--- src/rtl/proc_pkg.sv ---
// Shared definitions for the 9-bit bus processor and its instruction feeder.
// Contents: word width, opcode constants, instruction field positions,
// fetch FSM state encoding and a small opcode-extract helper.
package proc_pkg;

    localparam int WORD_W = 9;

    localparam logic [2:0] OPC_MV  = 3'b000;
    localparam logic [2:0] OPC_MVI = 3'b001;
    localparam logic [2:0] OPC_ADD = 3'b010;
    localparam logic [2:0] OPC_SUB = 3'b011;

    // Instruction layout: opcode [8:6], X [5:3], Y [2:0]
    localparam int OPC_MSB = 8;
    localparam int OPC_LSB = 6;
    localparam int X_MSB   = 5;
    localparam int X_LSB   = 3;
    localparam int Y_MSB   = 2;
    localparam int Y_LSB   = 0;

    typedef logic [WORD_W-1:0] word_t;

    typedef enum logic [2:0] {
        S_IDLE      = 3'd0,
        S_FETCH     = 3'd1,
        S_ISSUE     = 3'd2,
        S_IMM       = 3'd3,
        S_WAIT_DONE = 3'd4
    } fetch_state_t;

    function automatic logic [2:0] opcode_of(input word_t w);
        return w[OPC_MSB:OPC_LSB];
    endfunction

endpackage

--- src/rtl/instr_fetch_if.sv ---
// Bus between the instruction feeder, the program ROM and the processor.
//   ADDR     : ROM address (feeder -> ROM)
//   ROM_DATA : ROM read data, one cycle after ADDR (ROM -> feeder)
//   DIN      : instruction / immediate word (feeder -> processor)
//   Run      : one-cycle issue strobe (feeder -> processor)
//   Done     : instruction-complete strobe (processor -> feeder)
// Modports: master = feeder side, slave = ROM/processor side.
interface instr_fetch_if #(
    parameter int ADDR_W = 5
);
    import proc_pkg::*;

    logic [ADDR_W-1:0] ADDR;
    word_t             ROM_DATA;
    word_t             DIN;
    logic              Run;
    logic              Done;

    modport master (
        output ADDR, DIN, Run,
        input  ROM_DATA, Done
    );

    modport slave (
        input  ADDR, DIN, Run,
        output ROM_DATA, Done
    );

endinterface

--- src/rtl/instr_fetch_pc_counter.sv ---
// Program counter: ADDR_W-bit wrap-around incrementer with synchronous load,
// increment enable and asynchronous active-low clear.
//   Clock, Resetn : clock / async clear
//   load_i, load_val_i : load a new PC (load has priority over increment)
//   inc_i         : advance PC by one, wrapping at 2^ADDR_W
//   pc_o          : current PC
//   pc_next_o     : PC+1 (combinational), used for look-ahead addressing
module pc_counter #(
    parameter int ADDR_W = 5
) (
    input  logic              Clock,
    input  logic              Resetn,
    input  logic              load_i,
    input  logic [ADDR_W-1:0] load_val_i,
    input  logic              inc_i,
    output logic [ADDR_W-1:0] pc_o,
    output logic [ADDR_W-1:0] pc_next_o
);

    logic [ADDR_W-1:0] pc_q;
    logic [ADDR_W-1:0] pc_d;

    assign pc_next_o = pc_q + ADDR_W'(1);
    assign pc_o      = pc_q;

    always_comb begin
        pc_d = pc_q;
        if (load_i) begin
            pc_d = load_val_i;
        end else if (inc_i) begin
            pc_d = pc_next_o;
        end
    end

    always_ff @(posedge Clock or negedge Resetn) begin
        if (!Resetn) begin
            pc_q <= '0;
        end else begin
            pc_q <= pc_d;
        end
    end

endmodule

--- src/rtl/instr_fetch.sv ---
// Instruction feeder for the 9-bit bus processor. Walks the PC through a
// 1-cycle synchronous ROM, issues each instruction on DIN with a one-cycle
// Run pulse, supplies the mvi immediate on the following cycle and waits for
// Done before fetching the next instruction.
//   Clock, Resetn : clock / async active-low reset
//   Go            : level; fetch and issue while high
//   bus (master)  : ADDR, ROM_DATA, DIN, Run, Done
//   Busy          : high in every state except IDLE
//   PC            : program counter (debug)
//   Error         : sticky Done timeout flag
// Optional feature macro: INSTR_FETCH_WATCHDOG_EN (Done watchdog). Without it
// the block waits for Done indefinitely and Error is constant 0.
//
// state     | meaning
// IDLE      | parked, ADDR=PC, waiting for Go
// FETCH     | ADDR=PC presented to ROM
// ISSUE     | DIN=instruction, Run=1, ADDR=PC+1 (prefetch immediate)
// IMM       | DIN=immediate for an mvi
// WAIT_DONE | waiting for the processor's Done
module instr_fetch
    import proc_pkg::*;
#(
    parameter int         ADDR_W  = 5,
    parameter logic [2:0] OPC_MVI = proc_pkg::OPC_MVI,
    parameter int         TIMEOUT = 15
) (
    input  logic              Clock,
    input  logic              Resetn,
    input  logic              Go,
    instr_fetch_if.master     bus,
    output logic              Busy,
    output logic [ADDR_W-1:0] PC,
    output logic              Error
);

    fetch_state_t      state_q, state_d;
    logic [ADDR_W-1:0] pc_q;
    logic [ADDR_W-1:0] pc_plus1;
    logic              pc_inc;
    logic              in_wait;
    logic              wd_timeout;
    logic              go_ok;

    pc_counter #(.ADDR_W(ADDR_W)) u_pc (
        .Clock      (Clock),
        .Resetn     (Resetn),
        .load_i     (1'b0),
        .load_val_i ('0),
        .inc_i      (pc_inc),
        .pc_o       (pc_q),
        .pc_next_o  (pc_plus1)
    );

    assign PC      = pc_q;
    assign in_wait = (state_q == S_IMM) || (state_q == S_WAIT_DONE);

`ifdef INSTR_FETCH_WATCHDOG_EN
    localparam int WD_W = 5;

    logic [WD_W-1:0] wd_cnt_q;
    logic            error_q;

    // Counter is held at zero outside the wait states, so it starts from zero
    // on every entry and runs across an IMM -> WAIT_DONE hand-over.
    assign wd_timeout = in_wait && !bus.Done && (wd_cnt_q == WD_W'(TIMEOUT - 1));
    assign go_ok      = !error_q;
    assign Error      = error_q;

    always_ff @(posedge Clock or negedge Resetn) begin
        if (!Resetn) begin
            wd_cnt_q <= '0;
            error_q  <= 1'b0;
        end else begin
            if (!in_wait) begin
                wd_cnt_q <= '0;
            end else if (!bus.Done) begin
                wd_cnt_q <= wd_cnt_q + WD_W'(1);
            end
            if (wd_timeout) begin
                error_q <= 1'b1;
            end
        end
    end
`else
    logic [31:0] timeout_unused;

    assign timeout_unused = TIMEOUT;
    assign wd_timeout     = 1'b0;
    assign go_ok          = 1'b1;
    assign Error          = 1'b0;
`endif

    always_ff @(posedge Clock or negedge Resetn) begin
        if (!Resetn) begin
            state_q <= S_IDLE;
        end else begin
            state_q <= state_d;
        end
    end

    always_comb begin
        state_d = state_q;
        pc_inc  = 1'b0;
        case (state_q)
            S_IDLE: begin
                if (Go && go_ok) begin
                    state_d = S_FETCH;
                end
            end
            S_FETCH: begin
                state_d = S_ISSUE;
            end
            S_ISSUE: begin
                if (opcode_of(bus.ROM_DATA) == OPC_MVI) begin
                    pc_inc  = 1'b1;
                    state_d = S_IMM;
                end else begin
                    state_d = S_WAIT_DONE;
                end
            end
            S_IMM, S_WAIT_DONE: begin
                if (bus.Done) begin
                    pc_inc  = 1'b1;
                    state_d = Go ? S_FETCH : S_IDLE;
                end else begin
                    state_d = S_WAIT_DONE;
                end
            end
            default: begin
                state_d = S_IDLE;
            end
        endcase
        if (wd_timeout) begin
            state_d = S_IDLE;
            pc_inc  = 1'b0;
        end
    end

    // ISSUE looks one word ahead so the mvi immediate arrives in IMM.
    always_comb begin
        bus.ADDR = pc_q;
        bus.DIN  = '0;
        bus.Run  = 1'b0;
        Busy     = (state_q != S_IDLE);
        case (state_q)
            S_ISSUE: begin
                bus.ADDR = pc_plus1;
                bus.DIN  = bus.ROM_DATA;
                bus.Run  = 1'b1;
            end
            S_IMM: begin
                bus.DIN = bus.ROM_DATA;
            end
            default: begin
            end
        endcase
    end

endmodule

--- src/flat_wrapper.sv ---
// flat-port wrapper written by rule: the top's interface ports become plain ports
module instr_fetch_flat import proc_pkg::*;
#(
    parameter int         ADDR_W  = 5,
    parameter logic [2:0] OPC_MVI = proc_pkg::OPC_MVI,
    parameter int         TIMEOUT = 15
)
  (Clock, Resetn, Go, Busy, PC, Error, bus_ADDR, bus_DIN, bus_Run, bus_ROM_DATA, bus_Done);
  instr_fetch_if #(.ADDR_W(ADDR_W)) bus_i ();
  input  logic Clock;
  input  logic Resetn;
  input  logic Go;
  output logic Busy;
  output logic [ADDR_W-1:0] PC;
  output logic Error;
  output wire logic [$bits(bus_i.ADDR)-1:0] bus_ADDR;
  output wire logic [$bits(bus_i.DIN)-1:0] bus_DIN;
  output wire logic [$bits(bus_i.Run)-1:0] bus_Run;
  input wire logic [$bits(bus_i.ROM_DATA)-1:0] bus_ROM_DATA;
  input wire logic [$bits(bus_i.Done)-1:0] bus_Done;
  assign bus_ADDR = bus_i.ADDR;
  assign bus_DIN = bus_i.DIN;
  assign bus_Run = bus_i.Run;
  assign bus_i.ROM_DATA = bus_ROM_DATA;
  assign bus_i.Done = bus_Done;
  instr_fetch #(.ADDR_W(ADDR_W), .OPC_MVI(OPC_MVI), .TIMEOUT(TIMEOUT)) u_core (.Clock(Clock), .Resetn(Resetn), .Go(Go), .bus(bus_i), .Busy(Busy), .PC(PC), .Error(Error));
endmodule
--- config.mk ---
export PLATFORM = sky130hd
export DESIGN_NAME = instr_fetch_flat
export DESIGN_NICKNAME = d
export VERILOG_FILES = /design/src/rtl/proc_pkg.sv /design/src/rtl/instr_fetch_if.sv /design/src/rtl/instr_fetch_pc_counter.sv /design/src/rtl/instr_fetch.sv /design/src/flat_wrapper.sv
export SDC_FILE = /design/constraint.sdc
export NUM_CORES = 1
export LEC_CHECK = 0
export BUFFER_PORTS_ARGS = -buffer_cell sky130_fd_sc_hd__buf_2
export CORE_MARGIN = 8
export CORE_UTILIZATION = 25
export DETAILED_ROUTE_END_ITERATION = 10
export GPL_TIMING_DRIVEN = 0
export PLACE_DENSITY = 0.6
export SLEW_MARGIN = 20
export SYNTH_ARGS = -nofsm -noshare
export SYNTH_HDL_FRONTEND = slang
export SYNTH_HIERARCHICAL = 1
export SYNTH_SLANG_ARGS = --single-unit
--- constraint.sdc ---
create_clock -name Clock -period 2.2 [get_ports Clock]
set_clock_uncertainty 0.1 [all_clocks]
set_input_delay 0.22 -clock Clock [delete_from_list [all_inputs] [get_ports Clock]]
set_output_delay 0.22 -clock Clock [all_outputs]
set_load 0.02 [all_outputs]
-- Word-level counts from Yosys, hierarchy flattened
Index checks and enable logic that the tools add are counted.
- output and inout port bits: 22
- flip-flop bits (word level): 8
- input bits: 13
- logic and storage cells: 24
- multiplexer cells: 11
- reductions and logical operators: 4
- $add $sub $neg: 1
- equality and inequality tests: 6
- operators with widths (kind ; count):
    $pmux W3 S4 ; 1
    $mux W3 ; 3
    $mux W9 ; 1
    $eq A3 B1 Y1 const B ; 2
    $eq A3 B2 Y1 const B ; 2
    $add A5 B1 Y5 const B ; 1
    $mux W5 ; 1
    $mux W1 ; 4
    $reduce_or A2 Y1 ; 2
    $eq A3 B3 Y1 const B ; 1
    $logic_not A3 Y1 ; 1
    $reduce_bool A3 Y1 ; 1
    $ne A2 B2 Y1 const B ; 1
    $pmux W1 S2 ; 1

-- Depth between registers and ports, before layout
- depth in word-level cells: 3
- depth in mapped cells: 7
- gate-level depth less buffers: 6

-- Modules after synthesis
The synthesis kept the hierarchy.
- modules (own cells, without submodules) (module ; area an instance (µm²) ; instances ; cells an instance):
    instr_fetch ; 322.8 ; 1 ; 36
    pc_counter ; 315.3 ; 1 ; 30

-- Worst setup path after synthesis
Ideal clock, no wire load.
- kind: reg2reg
- start point: register u_core.state_q[0]
- end point: register u_core.u_pc.pc_q[4] (netlist: u_core/u_pc/pc_o[4])
- setup time: 0.124 ns
- path slack: 0.305 ns
- buffers on the path: 1
- arrival time: 1.671 ns
- required time: 1.976 ns
- clock period less this slack: 1.895 ns
- stages on the path, launching flop included: 8
- cell sequence: dfrtp_1 -> buf_2 -> nor4b_2 -> a21o_1 -> a32o_1 -> nand4_2 -> xnor2_1 -> mux2_2
- longest elaborated chain between the ends: 3
- RTL lines (element ; RTL line ; text):
    start, declared ; instr_fetch.sv:36 ; fetch_state_t state_q, state_d;
    start signal, assigned ; instr_fetch.sv:97 ; state_q <= state_d;
    $eq A3 B3 Y1 or $eq A3 B2 Y1 (tied branches) ; -- ;
    $reduce_or A2 Y1 ; instr_fetch.sv:104 ; case (state_q)
    $pmux W1 S2 (*) ; instr_fetch.sv:104 ;
    net u_core.pc_inc ; instr_fetch.sv:39 ; logic pc_inc;
    end signal, assigned ; instr_fetch_pc_counter.sv:39 ; pc_q <= pc_d;
    end, declared ; instr_fetch_pc_counter.sv:20 ; logic [ADDR_W-1:0] pc_q;
The timed path passes the listed nets; every way through them passes the cells marked *.
A chain may end at the register's enable or synchronous reset.

-- Worst setup path in the final report
Same ends and word-level chain as after synthesis.

==> results.cfg <==
[synthesis]
synth-seq-cells = 8
yosys.area.top_type = dfrtp_1
synth_cell_types = 29
syn-cell-area_sq_um = 638.1
synthCells = 66
yosys_warnings = 6
yosys-top-cells-area = dfrtp_1 (31%), mux2_2 (12%), and2_1 (8.8%), xnor2_1 (6.9%), nand4_2 (3.9%)
yosysSeqAreaShare_pct = 31.37
syn_area_per_cell_sq_um = 9.668
synth_top_area_share_pct = 31.37

[critical_path]
path_class = flip-flop to flip-flop
max_stage_delay_ns = 0.35
worst-endpoint-arrival_ns = 2.07
cp-end-kind = flip-flop
crit_required_ns = 2.24
slowest_stage = dfrtp_1
crit_path_max_fanout = 8
path_cells = buf_2 > nor4b_4 > a21o_1 > a32o_1 > nand4_2 > xnor2_1 > mux2_2
start_kind = flip-flop

[floorplan]
core_sq_um = 2455
rows = 18
fp.dieW_um = 66.52
io_pins = 35
die_h_um = 66.52
dieArea_sq_um = 4425
start_util_pct = 25.99

[detailed_routing]
via_count = 615
routedWlPerCell_um = 11.58
ant_nets = 0
drt_iter0_markers = 5
drt_wl_total_mm = 1.610
drt-vias-per-instance = 4.424
dr.pass1.iters = 2
drc = 0

[power]
total_power_mw = 0.9315
clkPwrFrac_pct = 12.0
comb_power_share_pct = 62.0
swShare_pct = 47.82
power_density_nw_per_um2 = 1030
p_leak_nw = 0.4620
power_switching_mw = 0.4454
p_int_mw = 0.4861
sequentialPowerShare_pct = 25.9
vdd_drop_max_mv = 0.4323

[cts]
htreeDepth = 1
numCtsBuffers = 3
cts_tree = done
clockRootBuffer = clkbuf_4
postCtsSetupBuffers = 0
cts.sinks = 8
clkSlewWorstSetupHoldPaths_ns = 0.06
clock_path_buffers = 2
clk_latency_ns = 0.25

[placed_design]
gp_congestion = 0.7795
hpwl_mm = 1.341
place_area_sq_um = 863.3
io_buffer_count = 33
place_inst = 135
pre_cts_ws_ns = 0.1113

[global_route]
grt_overflow = 0
antenna_found_initial = 0
grt_max_degree = 11
grt_first_pass_wirelength_mm = 2.739
track_usage_pct = 7.600
first_global_vias = 624

[outcome]
status = complete, no violations

[timing]
fin_setup_tns_ns = 0
hold_ws_ns = 0.1344
fin_crit_ns = 2.027
hold_viol = 0
fin_ws_ns = 0.1727
finalCritPeriodShare_pct = 92.15
slew_viol_final = 0
max_freq_mhz = 493.3
rsz0062_at_grt = no
setup_violations = 0

[cells_and_area]
utilization_pct = 36.85
drive_gt1_share_pct = 46.79
nets = 125
fin_cells = 139
layout_commonest_cell = buf_2
n_antenna_cell = 0
area.growth.synth_to_final_pct = 41.76
postLayoutCellArea_sq_um = 904.6
final_cell_mix = buf_2 (34), and2_1 (9), dfrtp_1 (8)

[worst_hold_path]
hp-class = input pin to flip-flop

[flow_run]
max-cap-violations = 0
## sequential cells by signal (all words and copies together), names as in the netlist
register and flops:
u_core/u_pc/pc_o 5, u_core/state_q 3
## power groups by stage
stage                     logic [mW]  registers, mW  clock network, mW
final                          0.578          0.242              0.112
after global routing           0.631          0.251              0.128
after CTS                      0.581          0.242              0.118
after detailed placement       0.576          0.245                  0
after global placement         0.570          0.244                  0
after floorplan                0.398          0.255                  0
## worst max-delay path, delay by kind of cell (launching register included)
kind                      cells  cell delay [ns]
and+or+nand+nor               2             0.45
AOI/OAI and AO/OA             2             0.43
DFF                           1             0.35
muxes                         1             0.25
buffers and inverters         1             0.18
xor gates and xnor gates      1             0.15
## logic make-up after synthesis
family	synth area share (%)
buffers and inverters	4.900
flip-flops	31.37
AND/OR/NAND/NOR	27.26
adder cells (fa/ha/maj)	1.960
XOR/XNOR	9.608
other	0.5877
multiplexers	15.49
AO/OA/AOI/OAI	8.823
## what timing repair did
action,in CTS,in global routing
endpoints found under the hold margin,8,0
gates resized for setup,0,1
hold buffers,1,0
setup endpoints to repair,0,2
## cells in the mapped netlist (all sizes together)
library cell / instances
and2: 9
dfrtp: 8
mux2: 7
nand2: 5
xnor2: 5
o21ai: 4
buf: 3
nor2: 3
a31oi: 2
mux2i: 2
nand3: 2
nand4: 2
nor4b: 2
xor2: 2
a21o: 1
a32o: 1
clkbuf: 1
conb: 1
ha: 1
inv: 1
nand2b: 1
nor2b: 1
o22ai: 1
or3: 1
## worst paths after layout
kind	startpoint	endpoint	slack, ns	cells after the start
worst max-delay path	u_core/state_q[0]	u_core/u_pc/pc_o[4]	0.17	7
max in group asynchronous	Resetn	u_core/u_pc/pc_o[2]	1.61	2
worst min register to register	u_core/state_q[2]	u_core/state_q[1]	0.44	1
min in group asynchronous	Resetn	u_core/u_pc/pc_o[4]	0.23	2
worst max register to register	u_core/state_q[0]	u_core/u_pc/pc_o[4]	0.17	7
worst min-delay path	bus_Done	u_core/state_q[2]	0.13	2
## area by class of cell
cell class / instances / area [sq um]
clock buffers: 3 / 22.52
plain buffers: 4 / 27.53
multi-input cells: 59 / 437.9
repair buffers: 34 / 175.2
fillers: 246 / 1550
well taps: 30 / 37.54
inverters: 1 / 3.754
flip-flops and latches: 8 / 200.2
## metal layers
layer	global-route usage, %	wire [um]	up-vias
li1	-	-	312
met1	7.977	635	279
met2	12.91	779	24
met3	4.362	195	0
met4	1.600	0	0
met5	0	0	-
Power figures use the tool's default switching activity.
